<file path="src/rtl/edid_ddc_slave_if.sv">
// Bus bundle for the EDID DDC slave: host EDID write port plus DDC pad signals.
// The slave modport is the DUT view; the master modport is the host/pad side.
interface edid_ddc_slave_if;
    logic [7:0] edid_addr_i;
    logic [7:0] edid_data_i;
    logic       edid_wr_i;
    logic       scl_i;
    logic       sda_i;
    logic       sda_oen_o;
    logic       busy_o;
    logic [7:0] offset_o;

    modport slave (
        input  edid_addr_i, edid_data_i, edid_wr_i, scl_i, sda_i,
        output sda_oen_o, busy_o, offset_o
    );

    modport master (
        output edid_addr_i, edid_data_i, edid_wr_i, scl_i, sda_i,
        input  sda_oen_o, busy_o, offset_o
    );
endinterface

</file>
<file path="src/rtl/edid_ddc_slave.sv">
// DDC/I2C slave serving a 256-byte EDID image loaded by the host one byte per write.
// Reads at the configured device address; a write transaction sets the read pointer.
module edid_ddc_slave #(
    parameter logic [6:0]  g_i2c_addr    = 7'h50,
    parameter int unsigned g_glitch_taps = 3
) (
    input  logic             clk_sys_i,
    input  logic             rst_n_i,
    edid_ddc_slave_if.slave  bus
);
    localparam int unsigned FCNT_W    = 3;
    localparam logic [FCNT_W-1:0] FCNT_LAST = FCNT_W'(g_glitch_taps - 1);

    typedef enum logic [3:0] {
        IDLE, ADDR, ADDR_ACK, OFFSET, OFFSET_ACK,
        WDATA, WDATA_ACK, TX, TX_ACK, WAIT
    } state_t;

    // Index 1 carries SCL, index 0 carries SDA through sync, filter and edge detect.
    logic [1:0]             sync1_q, sync2_q;
    logic [1:0]             filt_q, filt_d, prev_q;
    logic [1:0][FCNT_W-1:0] fcnt_q, fcnt_d;

    state_t     state_q, state_d;
    logic [3:0] bit_cnt_q, bit_cnt_d;
    logic [7:0] sr_q, sr_d;
    logic [7:0] ptr_q, ptr_d;
    logic       rw_q, rw_d;
    logic       ack_q, ack_d;
    logic       load_q, load_d;
    logic       sda_oen_q, sda_oen_d;
    logic       busy_q, busy_d;

    logic [7:0] mem [256];
    logic [7:0] rd_data_q;

    logic sda_f, scl_rise_c, scl_fall_c, start_c, stop_c;

    // Filtered level flips only after FCNT_LAST+1 consecutive differing samples.
    always_comb begin
        filt_d = filt_q;
        fcnt_d = fcnt_q;
        for (int i = 0; i < 2; i++) begin
            if (sync2_q[i] == filt_q[i]) begin
                fcnt_d[i] = '0;
            end else if (fcnt_q[i] == FCNT_LAST) begin
                filt_d[i] = sync2_q[i];
                fcnt_d[i] = '0;
            end else begin
                fcnt_d[i] = fcnt_q[i] + FCNT_W'(1);
            end
        end
    end

    assign sda_f      = filt_q[0];
    assign scl_rise_c =  filt_q[1] & ~prev_q[1];
    assign scl_fall_c = ~filt_q[1] &  prev_q[1];
    assign start_c    =  filt_q[1] &  prev_q[1] &  prev_q[0] & ~filt_q[0];
    assign stop_c     =  filt_q[1] &  prev_q[1] & ~prev_q[0] &  filt_q[0];

    always_ff @(posedge clk_sys_i or negedge rst_n_i) begin
        if (!rst_n_i) begin
            sync1_q <= 2'b11;
            sync2_q <= 2'b11;
            filt_q  <= 2'b11;
            prev_q  <= 2'b11;
            fcnt_q  <= '0;
        end else begin
            sync1_q <= {bus.scl_i, bus.sda_i};
            sync2_q <= sync1_q;
            filt_q  <= filt_d;
            prev_q  <= filt_q;
            fcnt_q  <= fcnt_d;
        end
    end

    // Write-first registered read: a same-cycle host write to the pointer wins.
    always_ff @(posedge clk_sys_i) begin
        if (bus.edid_wr_i) mem[bus.edid_addr_i] <= bus.edid_data_i;
        rd_data_q <= (bus.edid_wr_i && (bus.edid_addr_i == ptr_q)) ? bus.edid_data_i
                                                                   : mem[ptr_q];
    end

    always_comb begin
        state_d   = state_q;
        bit_cnt_d = bit_cnt_q;
        sr_d      = sr_q;
        ptr_d     = ptr_q;
        rw_d      = rw_q;
        ack_d     = ack_q;
        load_d    = 1'b0;
        sda_oen_d = sda_oen_q;
        busy_d    = busy_q;
        if (start_c) begin
            state_d   = ADDR;
            bit_cnt_d = '0;
            sda_oen_d = 1'b1;
        end else if (stop_c) begin
            state_d   = IDLE;
            sda_oen_d = 1'b1;
            busy_d    = 1'b0;
        end else begin
            unique case (state_q)
                ADDR, OFFSET, WDATA: begin
                    if (scl_rise_c) begin
                        sr_d      = {sr_q[6:0], sda_f};
                        bit_cnt_d = bit_cnt_q + 4'd1;
                    end
                    if (scl_fall_c && bit_cnt_q == 4'd8) begin
                        bit_cnt_d = '0;
                        sda_oen_d = 1'b0;
                        if (state_q == ADDR) begin
                            if (sr_q[7:1] == g_i2c_addr) begin
                                state_d = ADDR_ACK;
                                rw_d    = sr_q[0];
                                busy_d  = 1'b1;
                            end else begin
                                state_d   = WAIT;
                                sda_oen_d = 1'b1;
                                busy_d    = 1'b0;
                            end
                        end else if (state_q == OFFSET) begin
                            ptr_d   = sr_q;
                            state_d = OFFSET_ACK;
                        end else begin
                            state_d = WDATA_ACK;
                        end
                    end
                end
                ADDR_ACK, OFFSET_ACK, WDATA_ACK: begin
                    if (scl_fall_c) begin
                        sda_oen_d = 1'b1;
                        bit_cnt_d = '0;
                        if (state_q != ADDR_ACK) begin
                            state_d = WDATA;
                        end else if (rw_q) begin
                            load_d  = 1'b1;
                            state_d = TX;
                        end else begin
                            state_d = OFFSET;
                        end
                    end
                end
                TX: begin
                    // load_q marks the cycle the registered RAM byte becomes valid.
                    if (load_q) begin
                        sr_d      = rd_data_q;
                        sda_oen_d = rd_data_q[7];
                    end else if (scl_fall_c) begin
                        bit_cnt_d = bit_cnt_q + 4'd1;
                        if (bit_cnt_q == 4'd7) begin
                            sda_oen_d = 1'b1;
                            ptr_d     = ptr_q + 8'd1;
                            state_d   = TX_ACK;
                        end else begin
                            sr_d      = {sr_q[6:0], 1'b0};
                            sda_oen_d = sr_q[6];
                        end
                    end
                end
                TX_ACK: begin
                    if (scl_rise_c) ack_d = sda_f;
                    if (scl_fall_c) begin
                        if (ack_q) begin
                            state_d = WAIT;
                        end else begin
                            load_d    = 1'b1;
                            bit_cnt_d = '0;
                            state_d   = TX;
                        end
                    end
                end
                default: ;
            endcase
        end
    end

    always_ff @(posedge clk_sys_i or negedge rst_n_i) begin
        if (!rst_n_i) begin
            state_q   <= IDLE;
            bit_cnt_q <= '0;
            sr_q      <= '0;
            ptr_q     <= '0;
            rw_q      <= 1'b0;
            ack_q     <= 1'b1;
            load_q    <= 1'b0;
            sda_oen_q <= 1'b1;
            busy_q    <= 1'b0;
        end else begin
            state_q   <= state_d;
            bit_cnt_q <= bit_cnt_d;
            sr_q      <= sr_d;
            ptr_q     <= ptr_d;
            rw_q      <= rw_d;
            ack_q     <= ack_d;
            load_q    <= load_d;
            sda_oen_q <= sda_oen_d;
            busy_q    <= busy_d;
        end
    end

    assign bus.sda_oen_o = sda_oen_q;
    assign bus.busy_o    = busy_q;
    assign bus.offset_o  = ptr_q;
endmodule
</file>
<file path="src/flat_wrapper.sv">
// flat-port wrapper written by rule: the top's interface ports become plain ports
module edid_ddc_slave_flat 
#(
    parameter logic [6:0]  g_i2c_addr    = 7'h50,
    parameter int unsigned g_glitch_taps = 3
)
  (clk_sys_i, rst_n_i, bus_edid_addr_i, bus_edid_data_i, bus_edid_wr_i, bus_scl_i, bus_sda_i, bus_sda_oen_o, bus_busy_o, bus_offset_o);
  edid_ddc_slave_if bus_i ();
  input  logic clk_sys_i;
  input  logic rst_n_i;
  input wire logic [$bits(bus_i.edid_addr_i)-1:0] bus_edid_addr_i;
  input wire logic [$bits(bus_i.edid_data_i)-1:0] bus_edid_data_i;
  input wire logic [$bits(bus_i.edid_wr_i)-1:0] bus_edid_wr_i;
  input wire logic [$bits(bus_i.scl_i)-1:0] bus_scl_i;
  input wire logic [$bits(bus_i.sda_i)-1:0] bus_sda_i;
  output wire logic [$bits(bus_i.sda_oen_o)-1:0] bus_sda_oen_o;
  output wire logic [$bits(bus_i.busy_o)-1:0] bus_busy_o;
  output wire logic [$bits(bus_i.offset_o)-1:0] bus_offset_o;
  assign bus_i.edid_addr_i = bus_edid_addr_i;
  assign bus_i.edid_data_i = bus_edid_data_i;
  assign bus_i.edid_wr_i = bus_edid_wr_i;
  assign bus_i.scl_i = bus_scl_i;
  assign bus_i.sda_i = bus_sda_i;
  assign bus_sda_oen_o = bus_i.sda_oen_o;
  assign bus_busy_o = bus_i.busy_o;
  assign bus_offset_o = bus_i.offset_o;
  edid_ddc_slave #(.g_i2c_addr(g_i2c_addr), .g_glitch_taps(g_glitch_taps)) u_core (.clk_sys_i(clk_sys_i), .rst_n_i(rst_n_i), .bus(bus_i));
endmodule
</file>
<file path="config.mk">
export PLATFORM = sky130hd
export DESIGN_NAME = edid_ddc_slave_flat
export DESIGN_NICKNAME = d
export VERILOG_FILES = /design/src/rtl/edid_ddc_slave_if.sv /design/src/rtl/edid_ddc_slave.sv /design/src/flat_wrapper.sv
export SDC_FILE = /design/constraint.sdc
export NUM_CORES = 2
export LEC_CHECK = 0
export CORE_ASPECT_RATIO = 0.5
export CORE_UTILIZATION = 45
export CTS_CLUSTER_DIAMETER = 200
export CTS_CLUSTER_SIZE = 40
export DETAILED_ROUTE_END_ITERATION = 10
export PLACE_DENSITY = 0.67
export SYNTH_ARGS = -nofsm -noshare
export SYNTH_HDL_FRONTEND = slang
export SYNTH_SLANG_ARGS = --single-unit
</file>
<file path="constraint.sdc">
create_clock -name clk_sys_i -period 5.31 [get_ports clk_sys_i]
set_input_delay 0.7965 -clock clk_sys_i [delete_from_list [all_inputs] [get_ports clk_sys_i]]
set_output_delay 0.7965 -clock clk_sys_i [all_outputs]
set_load 0.02 [all_outputs]
</file>
==> run summary <==
TritonCTS clock tree -> built
Multiplexer share of the synthesized area -> 17.0%
Synth Net Count -> 3,870
Row count -> 110
Port-buffer cells -> 30
HP Class -> input pin to async pin
Most common cell in the netlist -> edfxtp_1
Share of layout cells above drive strength 1 -> 20.9%
Seq/Total Area, Yosys -> 76.2%
Initial antenna violation count -> 13
Required time worst endpoint -> 5.95 ns
XOR/XNOR Fraction of Synth Area -> 0.0532%
Die Span Y -> 305 um
Antenna-violating nets left -> 0
Crit. End Element -> flop
I/O pin cnt -> 31
Arr. time, crit path -> 4.86 ns
Ys flop type -> edfxtp_1
Final std cell area, no fill -> 87,300 um2
Clock root cell -> clkbuf_16
Post-synthesis compound-gate area fraction -> 1.96%
Gpl congestion -> 0.870
Outcome -> completed
Core area -> 181,000 um2
Drt drc -> 0
Synth top cells by count -> 2,048 x edfxtp_1, 570 x mux4_2, 311 x nor2_1, 102 x clkbuf_1, 98 x mux2i_1
Synth top area share -> 74.6%
Largest net degree at the start of global routing -> 161
Htree depth -> 2
Startpoint Class -> flop
CTS max path bufs -> 3
Via Count -> 39,300
Post-DR vias/cell -> 6.27
Hold buffers post-CTS -> 0
Top cells by area, synth -> edfxtp_1 75%, mux4_2 16%, nor2_1 1.4%
Kind of critical path -> flop to flop
Adder-cell share of the synthesized area -> 0.0456%
First-pass GRT wire length -> 283,000 um
Slew HR -> 17.2%
EDFF count, synth -> 2,048
Setup tns final -> 0 ns
Synthesized flop and latch total -> 2,099
DP Area -> 85,600 um2
Worst slew pin tran -> 1.21 ns
First-pass DRT Iterations -> 6
Wire per inst -> 31.5 um
Cell count after synthesis -> 3,846
Global route total overflow -> 0
Area leader, netlist -> edfxtp_1
Syn avg cell area -> 21.4 um2
Number of global-route vias before repair -> 38,600
PwrDens -> 416 nW/um2
Setup violations, final -> 0
Post-synth ARST share -> 2.05%
Initial Util -> 45.6%
Peak Freq -> 237 MHz
Iteration-0 DRC Markers -> 5,966
Worst-path fanout max -> 65
Multi-input gate area -> 18,300 um2
Worst-Skew Late Latency -> 0.76 ns
Simple-gate share of the synthesized area -> 3.17%
Max_cap viols -> 0
Setup repair bufs after CTS -> 0
Die W -> 607 um
Die area -> 185,000 um2
Resized cells post-CTS -> 0
Final worst slack -> 1.09 ns
Post-placement setup slack -> 0.798 ns
Fillers -> 14,400
CTS sink count -> 2,099
Fin crit share -> 79.5%
Final min period -> 4.22 ns
Flip-flop and latch area -> 62,800 um2
Synth unique cells -> 68
Post-Syn Area -> 82,400 um2
Final hold vios -> 0
Largest family of logic cells by synthesized area -> multiplexers
RSZ-0062 raised after global routing -> no
P_leak -> 25.6 nW
Slew Limit Fails -> 0
Final Skew -> 0.0498 ns
Dpl hpwl -> 122,000 um
Total Routed Length -> 198,000 um
CTS clk-pin slew, worst paths -> 0.14 ns
Syn-to-layout area delta -> 5.90%
Total CTS buffers -> 58
Total track usage -> 21.2%
Maximum vdd drop -> 0.295 mV
Final nets -> 3,849
Synth warnings -> 0
critical path: stages (launching register included):
cell and delay (ns):
dfxtp_4 1.08, buf_12 0.41, mux4_2 0.42, mux4_2 0.49, and2_1 0.17, a2111oi_0 1.03, a41oi_1 0.11, nand3_1 0.16
o31ai_1 0.09
through the flow:
step / utilization (%) / power, mW / hold WS, ns / instances
final: 48.2 / 36.3 / 0.230 / 6268
after global routing: 48.2 / 37.3 / 0.271 / 6260
after CTS: 48.2 / 36.3 / 0.211 / 6257
after detailed placement: 47.3 / 29.9 / 0.351 / 6173
after global placement: 47.3 / 29.8 / 0.346 / 6172
after floorplan: - / 26.2 / 0.345 / 3846
final cells by class:
cell class                 count  share of cell area, %
antenna                       11                 0.0315
inverter                      12                 0.0516
clock inverter                 2                 0.0445
clock buffer                  82                   1.79
sequential                  2099                   71.9
timing repair buffer         149                   1.71
tap                         2408                   3.45
multi-input combinational   1505                   21.0
placed cells by master, fill, tap and decap left out, types with 22 or more instances in the layout:
cell type / netlist / routed
buf_12: 1 / 22
a21oi_1: 48 / 48
nor2b_1: 51 / 51
a211oi_1: 52 / 51
buf_4: 40 / 96
nor2_1: 311 / 310
dfrtp_1: 33 / 33
clkbuf_1: 102 / 23
edfxtp_1: 2048 / 2048
mux4_2: 570 / 570
mux2i_1: 98 / 98
nand2_1: 72 / 72
clkbuf_16: 0 / 59
o21ai_0: 26 / 26
nand3_1: 48 / 48
where the power goes:
part           switching (mW)  internal (mW)  total (mW)
Combinational            5.93           4.66        10.6
Sequential              0.670           18.4        19.0
Clock                    4.58           2.10        6.68
Total                    11.2           25.1        36.3
routing by layer:
layer	wire, um	part of all wire (%)	GRT usage (%)	vias to the layer above
li1	-	-	-	15800
met3	19600	9.9	4.34	231
met2	92400	47	32.8	2058
met1	81000	41	31.4	21100
met5	15	0.0076	0	-
met4	4720	2.4	4.79	2
path summary, 6_finish.rpt:
check,start,endpoint,slack [ns],depth (start not counted)
min reg2reg,u_core.sync1_q[1]$_DFF_PN1_,u_core.sync2_q[1]$_DFF_PN1_,0.37,0
max reg2reg,flop,u_core.sr_q[1]$_DFFE_PN0P_,1.09,8
max,flop,u_core.sr_q[1]$_DFFE_PN0P_,1.09,8
max in group asynchronous,rst_n_i,u_core.sr_q[7]$_DFFE_PN0P_,4.40,1
min in group clk_sys_i,u_core.sync1_q[1]$_DFF_PN1_,u_core.sync2_q[1]$_DFF_PN1_,0.37,0
min,rst_n_i,u_core.sr_q[0]$_DFFE_PN0P_,0.23,1
sequential cells by signal (all words and copies together) (netlist names), 2 cells and up, named ones only:
name                 cells
u_core.sync2_q           2
u_core.bus.offset_o      8
u_core.sync1_q           2
u_core.fcnt_q            6
u_core.filt_q            2
u_core.mem            2048
u_core.prev_q            2
u_core.sr_q              8
u_core.bit_cnt_q         4
u_core.state_q           4
cells by family after synthesis:
kind of cell    after synthesis
compound gates              236
xor+xnor                      5
flops                      2099
fa+ha+maj                     3
mux                         683
buf+inv                     242
simple gates                578
No activity file was read; power rests on OpenSTA's default activity.
